### src/rtl/cpu_ctrl_if.sv
// Control-unit bus: start/load/instruction in, datapath strobes and selects out.
// Signal suffixes are from the controller's point of view (slave modport).
interface cpu_ctrl_if;
  logic        s_i;
  logic        load_i;
  logic [15:0] in_i;
  logic [2:0]  readnum_o;
  logic [2:0]  writenum_o;
  logic        write_o;
  logic        loada_o;
  logic        loadb_o;
  logic        loadc_o;
  logic        loads_o;
  logic        asel_o;
  logic        bsel_o;
  logic [1:0]  vsel_o;
  logic [1:0]  shift_o;
  logic [1:0]  alu_op_o;
  logic [15:0] sximm8_o;
  logic [15:0] sximm5_o;
  logic        w_o;
  logic        illegal_o;

  modport slave (
    input  s_i, load_i, in_i,
    output readnum_o, writenum_o, write_o, loada_o, loadb_o, loadc_o, loads_o,
           asel_o, bsel_o, vsel_o, shift_o, alu_op_o, sximm8_o, sximm5_o, w_o, illegal_o
  );

  modport master (
    output s_i, load_i, in_i,
    input  readnum_o, writenum_o, write_o, loada_o, loadb_o, loadc_o, loads_o,
           asel_o, bsel_o, vsel_o, shift_o, alu_op_o, sximm8_o, sximm5_o, w_o, illegal_o
  );
endinterface

### src/rtl/cpu_ctrl_fsm.sv
// Multi-cycle CPU controller: instruction register plus Moore sequencing FSM.
// Define CPU_CTRL_ILLEGAL_TRAP_EN to trap illegal instructions in HALT until reset.
module cpu_ctrl_fsm (
  input  logic       clk,
  input  logic       rst,
  cpu_ctrl_if.slave  bus
);

  typedef enum logic [2:0] {
    StWait, StDecode, StGetA, StGetB, StAlu, StWrReg, StWrImm, StHalt
  } state_e;

  state_e      state_q, state_d;
  logic [15:0] ir_q, ir_d;

  logic [2:0] opcode, rn, rd, rm;
  logic [1:0] op, sh;
  logic       is_mov_imm, is_mov_reg, is_mvn, is_add, is_and, is_cmp, is_alu_op;

  assign opcode = ir_q[15:13];
  assign op     = ir_q[12:11];
  assign rn     = ir_q[10:8];
  assign rd     = ir_q[7:5];
  assign sh     = ir_q[4:3];
  assign rm     = ir_q[2:0];

  assign is_mov_imm = (opcode == 3'b110) && (op == 2'b10);
  assign is_mov_reg = (opcode == 3'b110) && (op == 2'b00);
  assign is_mvn     = (opcode == 3'b101) && (op == 2'b11);
  assign is_add     = (opcode == 3'b101) && (op == 2'b00);
  assign is_and     = (opcode == 3'b101) && (op == 2'b10);
  assign is_cmp     = (opcode == 3'b101) && (op == 2'b01);
  assign is_alu_op  = (opcode == 3'b101);

  always_ff @(posedge clk or posedge rst) begin
    if (rst) begin
      state_q <= StWait;
      ir_q    <= 16'h0000;
    end else begin
      state_q <= state_d;
      ir_q    <= ir_d;
    end
  end

  // IR only accepts a new word while idle so an in-flight instruction is stable.
  always_comb begin
    ir_d = ir_q;
    if (bus.load_i && (state_q == StWait)) ir_d = bus.in_i;
  end

  always_comb begin
    state_d = state_q;
    unique case (state_q)
      StWait:   if (bus.s_i) state_d = StDecode;
      StDecode: begin
        if (is_mov_imm)                   state_d = StWrImm;
        else if (is_mov_reg || is_mvn)    state_d = StGetB;
        else if (is_add || is_and || is_cmp) state_d = StGetA;
        else begin
`ifdef CPU_CTRL_ILLEGAL_TRAP_EN
          state_d = StHalt;
`else
          state_d = StWait;
`endif
        end
      end
      StGetA:   state_d = StGetB;
      StGetB:   state_d = StAlu;
      StAlu:    state_d = is_cmp ? StWait : StWrReg;
      StWrReg:  state_d = StWait;
      StWrImm:  state_d = StWait;
`ifdef CPU_CTRL_ILLEGAL_TRAP_EN
      StHalt:   state_d = StHalt;
`else
      StHalt:   state_d = StWait;
`endif
      default:  state_d = StWait;
    endcase
  end

  always_comb begin
    bus.readnum_o  = 3'd0;
    bus.writenum_o = 3'd0;
    bus.write_o    = 1'b0;
    bus.loada_o    = 1'b0;
    bus.loadb_o    = 1'b0;
    bus.loadc_o    = 1'b0;
    bus.loads_o    = 1'b0;
    bus.asel_o     = 1'b0;
    bus.bsel_o     = 1'b0;
    bus.vsel_o     = 2'b00;
    unique case (state_q)
      StGetA: begin
        bus.loada_o   = 1'b1;
        bus.readnum_o = rn;
      end
      StGetB: begin
        bus.loadb_o   = 1'b1;
        bus.readnum_o = rm;
      end
      StAlu: begin
        bus.loadc_o = 1'b1;
        bus.loads_o = is_cmp;
        // Single-operand ops pass B through with A forced to zero.
        bus.asel_o  = is_mov_reg || is_mvn;
      end
      StWrReg: begin
        bus.write_o    = 1'b1;
        bus.writenum_o = rd;
        bus.vsel_o     = 2'b00;
      end
      StWrImm: begin
        bus.write_o    = 1'b1;
        bus.writenum_o = rn;
        bus.vsel_o     = 2'b10;
      end
      default: ;
    endcase
  end

  assign bus.shift_o  = (is_alu_op || is_mov_reg) ? sh : 2'b00;
  assign bus.alu_op_o = is_alu_op ? op : 2'b00;
  assign bus.sximm8_o = {{8{ir_q[7]}}, ir_q[7:0]};
  assign bus.sximm5_o = {{11{ir_q[4]}}, ir_q[4:0]};
  assign bus.w_o      = (state_q == StWait);

`ifdef CPU_CTRL_ILLEGAL_TRAP_EN
  assign bus.illegal_o = (state_q == StHalt);
`else
  assign bus.illegal_o = 1'b0;
`endif

endmodule

### src/flat_wrapper.sv
// flat-port wrapper written by rule: the top's interface ports become plain ports
module cpu_ctrl_fsm_flat 
  (clk, rst, bus_s_i, bus_load_i, bus_in_i, bus_readnum_o, bus_writenum_o, bus_write_o, bus_loada_o, bus_loadb_o, bus_loadc_o, bus_loads_o, bus_asel_o, bus_bsel_o, bus_vsel_o, bus_shift_o, bus_alu_op_o, bus_sximm8_o, bus_sximm5_o, bus_w_o, bus_illegal_o);
  cpu_ctrl_if bus_i ();
  input  logic clk;
  input  logic rst;
  input wire logic [$bits(bus_i.s_i)-1:0] bus_s_i;
  input wire logic [$bits(bus_i.load_i)-1:0] bus_load_i;
  input wire logic [$bits(bus_i.in_i)-1:0] bus_in_i;
  output wire logic [$bits(bus_i.readnum_o)-1:0] bus_readnum_o;
  output wire logic [$bits(bus_i.writenum_o)-1:0] bus_writenum_o;
  output wire logic [$bits(bus_i.write_o)-1:0] bus_write_o;
  output wire logic [$bits(bus_i.loada_o)-1:0] bus_loada_o;
  output wire logic [$bits(bus_i.loadb_o)-1:0] bus_loadb_o;
  output wire logic [$bits(bus_i.loadc_o)-1:0] bus_loadc_o;
  output wire logic [$bits(bus_i.loads_o)-1:0] bus_loads_o;
  output wire logic [$bits(bus_i.asel_o)-1:0] bus_asel_o;
  output wire logic [$bits(bus_i.bsel_o)-1:0] bus_bsel_o;
  output wire logic [$bits(bus_i.vsel_o)-1:0] bus_vsel_o;
  output wire logic [$bits(bus_i.shift_o)-1:0] bus_shift_o;
  output wire logic [$bits(bus_i.alu_op_o)-1:0] bus_alu_op_o;
  output wire logic [$bits(bus_i.sximm8_o)-1:0] bus_sximm8_o;
  output wire logic [$bits(bus_i.sximm5_o)-1:0] bus_sximm5_o;
  output wire logic [$bits(bus_i.w_o)-1:0] bus_w_o;
  output wire logic [$bits(bus_i.illegal_o)-1:0] bus_illegal_o;
  assign bus_i.s_i = bus_s_i;
  assign bus_i.load_i = bus_load_i;
  assign bus_i.in_i = bus_in_i;
  assign bus_readnum_o = bus_i.readnum_o;
  assign bus_writenum_o = bus_i.writenum_o;
  assign bus_write_o = bus_i.write_o;
  assign bus_loada_o = bus_i.loada_o;
  assign bus_loadb_o = bus_i.loadb_o;
  assign bus_loadc_o = bus_i.loadc_o;
  assign bus_loads_o = bus_i.loads_o;
  assign bus_asel_o = bus_i.asel_o;
  assign bus_bsel_o = bus_i.bsel_o;
  assign bus_vsel_o = bus_i.vsel_o;
  assign bus_shift_o = bus_i.shift_o;
  assign bus_alu_op_o = bus_i.alu_op_o;
  assign bus_sximm8_o = bus_i.sximm8_o;
  assign bus_sximm5_o = bus_i.sximm5_o;
  assign bus_w_o = bus_i.w_o;
  assign bus_illegal_o = bus_i.illegal_o;
  cpu_ctrl_fsm u_core (.clk(clk), .rst(rst), .bus(bus_i));
endmodule
### config.mk
export PLATFORM = sky130hd
export DESIGN_NAME = cpu_ctrl_fsm_flat
export DESIGN_NICKNAME = d
export VERILOG_FILES = /design/src/rtl/cpu_ctrl_if.sv /design/src/rtl/cpu_ctrl_fsm.sv /design/src/flat_wrapper.sv
export SDC_FILE = /design/constraint.sdc
export NUM_CORES = 1
export LEC_CHECK = 0
export BUFFER_PORTS_ARGS = -buffer_cell sky130_fd_sc_hd__buf_2
export CAP_MARGIN = 20
export CELL_PAD_IN_SITES_DETAIL_PLACEMENT = 1
export CELL_PAD_IN_SITES_GLOBAL_PLACEMENT = 2
export CORE_MARGIN = 2
export CORE_UTILIZATION = 27
export CTS_BUF_LIST = sky130_fd_sc_hd__clkbuf_16
export DETAILED_ROUTE_END_ITERATION = 12
export PLACE_DENSITY = 0.85
export SYNTH_ARGS = -nofsm -noshare
export SYNTH_HDL_FRONTEND = slang
export SYNTH_SLANG_ARGS = --single-unit
### constraint.sdc
create_clock -name clk -period 3 [get_ports clk]
set_input_delay 0.6 -clock clk [delete_from_list [all_inputs] [get_ports clk]]
set_output_delay 0.6 -clock clk [all_outputs]
set_load 0.02 [all_outputs]
# Word-level counts from Yosys, hierarchy flattened
# Cells that the tools add are included.
dict set report op_classes {
  n_mux 17
  reduce_logical 15
  eq_ne 13
}
# cell n
set op_table {}
lappend op_table {{equality test 3 bit (second input constant)} 6}
lappend op_table {{case mux 3 bit (6 select lines)} 1}
lappend op_table {{2-to-1 mux 3 bit} 4}
lappend op_table {{case mux 3 bit (2 select lines)} 2}
lappend op_table {{2-to-1 mux 2 bit} 4}
lappend op_table {{logical AND 1 bit} 7}
lappend op_table {{equality test 3 x 2 -> 1 bit (second input constant)} 2}
lappend op_table {{2-to-1 mux 1 bit} 6}
lappend op_table {{equality test 2 bit (second input constant)} 2}
lappend op_table {{logical OR 1 bit} 4}
lappend op_table {{equality test 3 x 1 -> 1 bit (second input constant)} 1}
lappend op_table {{zero test 3 bit} 1}
lappend op_table {{OR reduction 3 bit} 1}
lappend op_table {{equality test 2 x 1 -> 1 bit (second input constant)} 1}
lappend op_table {{zero test 2 bit} 1}
lappend op_table {{!= test 2 bit (second input constant)} 1}
lappend op_table {{OR reduction 2 bit} 1}
dict set report totals {
  elab_cells 47
  ff_bits 19
  out_inout_bits 53
  inputBits 20
}

# Depth between registers and ports, before layout
dict set report logic_depth {
  depth_word 8
  ltp_mapped 5
  mapped_depth_nobuf 3
}

# Worst setup path before layout
# OpenSTA, ideal clock, no wires.
dict set report synth_timing {
  path_type {flip-flop to output port}
  from {register u_core.state_q[2]}
  to {output bus_loads_o}
  path_buffers 1
  slack_ns 0.578
  stages_incl_launch_ff 4
  required_ns 2.400
  t_arrival_ns 1.822
  cell_sequence {dfrtp_1 clkbuf_2 nor3b_1 nor3b_1}
}
dict set report synth_via {
  elab_chain_cells 2
}
# item line
set synth_rtl {}
lappend synth_rtl {{start: declaration} cpu_ctrl_fsm.sv:13} ;# state_e state_q, state_d;
lappend synth_rtl {{start signal: assignment} cpu_ctrl_fsm.sv:37} ;# state_q <= StWait;
lappend synth_rtl {{start signal: assignment} cpu_ctrl_fsm.sv:40} ;# state_q <= state_d;
lappend synth_rtl {{equality test 3 bit} cpu_ctrl_fsm.sv:92} ;# unique case (state_q)
lappend synth_rtl {{2-to-1 mux 1 bit} cpu_ctrl_fsm.sv:92}
lappend synth_rtl {{end: declaration} flat_wrapper.sv:16} ;# output wire logic [$bits(bus_i.loads_o)-1:0] bus_loads_o;
# Every way passes these cells.

# Worst setup path after layout
dict set report layout_timing {
  from {register u_core.state_q[1]}
  to {output bus_readnum_o[2]}
}
dict set report layout_via {
  elab_chain_cells 2
  elab_cells_between_ends 3
  cone_classes {eq/ne (2); mux (1)}
}
# item line
set layout_rtl {}
lappend layout_rtl {{equality test 3 x 2 -> 1 bit} cpu_ctrl_fsm.sv:92}
lappend layout_rtl {{case mux 3 bit (2 select lines) *} cpu_ctrl_fsm.sv:92}
lappend layout_rtl {{end: declaration} flat_wrapper.sv:10} ;# output wire logic [$bits(bus_i.readnum_o)-1:0] bus_readnum_o;
# Mark *: on every way between the ends. The rest lies on a longest branch, timed or not.

==> impl_metrics.ini <==
[yosys]
yosys_most_used_dff = dfrtp_1
syn_avg_cell_area_um2 = 10.70
yosys.area.top_type = dfrtp_1
synth_top_area_share_pct = 37.04
syn_inst = 120
async_reset_ff_share_pct = 100.0
synth.cells.most_frequent = 35 x buf_4, 19 x dfrtp_1, 8 x mux2_4
yosys_warnings = 0
netlist_area_um2 = 1284
synth_area_leaders = dfrtp_1 37%, buf_4 20%, mux2_4 9.4%, mux2_2 5.3%, o21ai_0 2.7%
yosysUniqueCellTypes = 32
synth.most_common_cell = buf_4
ys_ff_latch = 19
ys_seq_area_share_pct = 37.04
synth_edf_count = 0

[clocking]
clock_sinks = 19
clk-insertion-delay-late_ns = 0.25
cts_root_buf = clkbuf_16
cts_tree = built
clk_pin_slew_ns = 0.05
cts_setup_buffers = 0
clk_path_buf_depth = 2
ctsHoldBuffers = 0
htree_num_levels = 1
cts_buffers = 3
post_cts_resized = 0

[die]
die_h_um = 72.96
die_w_um = 72.96
io_pins = 73
core_um2 = 4661
rows = 25
die_area_um2 = 5322
initial_utilization_pct = 27.54

[setup_path]
r2r_slack_ns = 1.43
crit_path_end_kind = output port
critPathArrivalTime_ns = 1.70
setup.worst_path.start_class = flop
r2r_cells = 3
max_stage_delay_ns = 0.50
crit_chain = inv_1 > nor3_1 > a22o_1 > buf_2
r2r-end = u_core.ir_q[13]$_DFFE_PP0P_
worst-path-max-fanout = 8
slowest_stage = dfrtp_1
worstPathRequired_ns = 2.40
path_class = reg2out
r2r_start = u_core.state_q[1]$_DFFE_PP0P_

[global_routing]
grt_pass1_vias = 870
grt_max_degree = 20
grtUsageTotal_pct = 10.46
overflow = 0
grt_pass1_wl_um = 4298
antenna_found_initial = 0

[timing]
rsz0062_at_grt = false
fin_tns_setup_ns = 0
slew-limit-headroom_pct = 50.82
final_max_slew_viol_count = 0
worstMarginPinSlew_ns = 0.7368
final-setup-viol-count = 0
clock_skew_ns = 0.001032
hold_viol = 0
finalCriticalPeriod_ns = 2.302
max_freq_mhz = 434.4
worst_slack_ns = 0.6981
fin_crit_sh_pct = 76.73

[power]
pwr-share-seq_pct = 31.0
switching_share_pct = 46.44
p_comb_share_pct = 54.1
p_clk_share_pct = 15.0
p_int_uw = 947.4
power_uw = 1769
p_per_area_nw_per_um2 = 1192
p_switching_uw = 821.5
irDropWorstVdd_mv = 0.4109
p_leak_uw = 0.0007994

[routing]
vias = 950
drc = 0
first_pass_iters = 4
wl_per_cell_um = 13.00
detail-route-antenna-nets = 0
drt_wl_total_um = 2744
viasPerCell = 4.502
drtIter0Drc = 12

[finish]
drive_gt1_share_pct = 56.69
n_antenna_cell = 0
layout.nets = 178
final_cells = 211
synthToLayoutAreaGrowth_pct = 15.59
fillCellCount = 567

[status]
outcome = finished clean

[placed_design]
routabilityCongestion = 0.6895
portBuffers = 69
dp_worst_setup_slack_ns = 0.9601
dp_cells = 207
dp_hpwl_um = 2195

[hold_path]
hold_path_class = in2async

[flow_run]
cap_viol_max_count = 0
==> power by group through the flow <==
stage / Sequential (uW) / Combinational [uW] / Clock (uW)
floorplan: 509 / 1000 / 0
global placement: 547 / 958 / 0
detailed placement: 555 / 966 / 0
CTS: 551 / 968 / 275
global route: 581 / 1030 / 285
finish: 548 / 956 / 265
==> critical path, delay by kind of cell (launching register included) <==
kind / cells / cell delay, ns
flops: 1 / 0.50
compound gates: 1 / 0.23
buf+inv: 2 / 0.26
simple gates: 1 / 0.46
==> per-stage QoR <==
step / hold slack [ns] / cell area, um2 / util [%]
2_1_floorplan: 0.5041 / 1291 / -
3_3_place_gp: 0.5341 / 1405 / 30.15
3_5_place_dp: 0.5376 / 1405 / 30.15
4_1_cts: 0.5096 / 1484 / 31.84
5_1_grt: 0.5376 / 1484 / 31.84
6_report: 0.4738 / 1484 / 31.84
==> layer usage <==
metal	vias up	wire length, um	global-route usage (%)
met5	-	0	0
met4	0	0	0.6173
met3	0	281	3.591
met2	51	1285	17.78
met1	452	1178	13.50
li1	447	-	-
==> placed cells by master, fill, tap and decap left out, drive strengths merged <==
master and n:
a31oi 1, nand2b 1, clkbuf 3, a22o 3, mux2 14, dfrtp 19
o21a 1, and3 1, a22oi 3, and2 2, o21ai 7, nor3b 3
nor4b 1, and4b 1, o211a 1, nand3 2, o311ai 1, nand4b 1
or2b 1, buf 69, nor3 2, and4bb 1, inv 6, nor2 4
conb 3, and2b 1, nor2b 5
==> sequential cells by signal, indices dropped and copies added, names as in the netlist <==
register        count
u_core.ir_q        16
u_core.state_q      3
==> area by class of cell <==
type / instances / area, um2 / area share, %
sequential: 19 / 475.5 / 32.04
tap: 54 / 67.56 / 4.553
clock buffer: 3 / 75.07 / 5.059
multi-input combinational: 60 / 498.0 / 33.56
clock inverter: 1 / 3.754 / 0.2530
timing repair buffer: 69 / 345.3 / 23.27
inverter: 5 / 18.77 / 1.265
==> kinds of logic after synthesis <==
logic type | count (synthesis) | share of synthesized area [%]
other | 1 | 0.2921
AND/OR/NAND/NOR | 26 | 14.23
AO/OA/AOI/OAI | 17 | 9.065
buffers and inverters | 43 | 24.76
multiplexers | 14 | 14.62
flip-flops | 19 | 37.04
==> worst max path at each step <==
stage                                  start  slack, ns          endpoint
4_1_cts        u_core.state_q[1]$_DFFE_PP0P_       0.68  bus_readnum_o[2]
3_5_place_dp   u_core.state_q[1]$_DFFE_PP0P_       0.96  bus_readnum_o[2]
2_1_floorplan  u_core.state_q[2]$_DFFE_PP0P_       0.58       bus_loads_o
5_1_grt        u_core.state_q[1]$_DFFE_PP0P_       0.51  bus_readnum_o[2]
3_3_place_gp   u_core.state_q[1]$_DFFE_PP0P_       0.97  bus_readnum_o[2]
6_report       u_core.state_q[1]$_DFFE_PP0P_       0.70  bus_readnum_o[2]
Note: power is estimated with default switching activity, not from simulation.
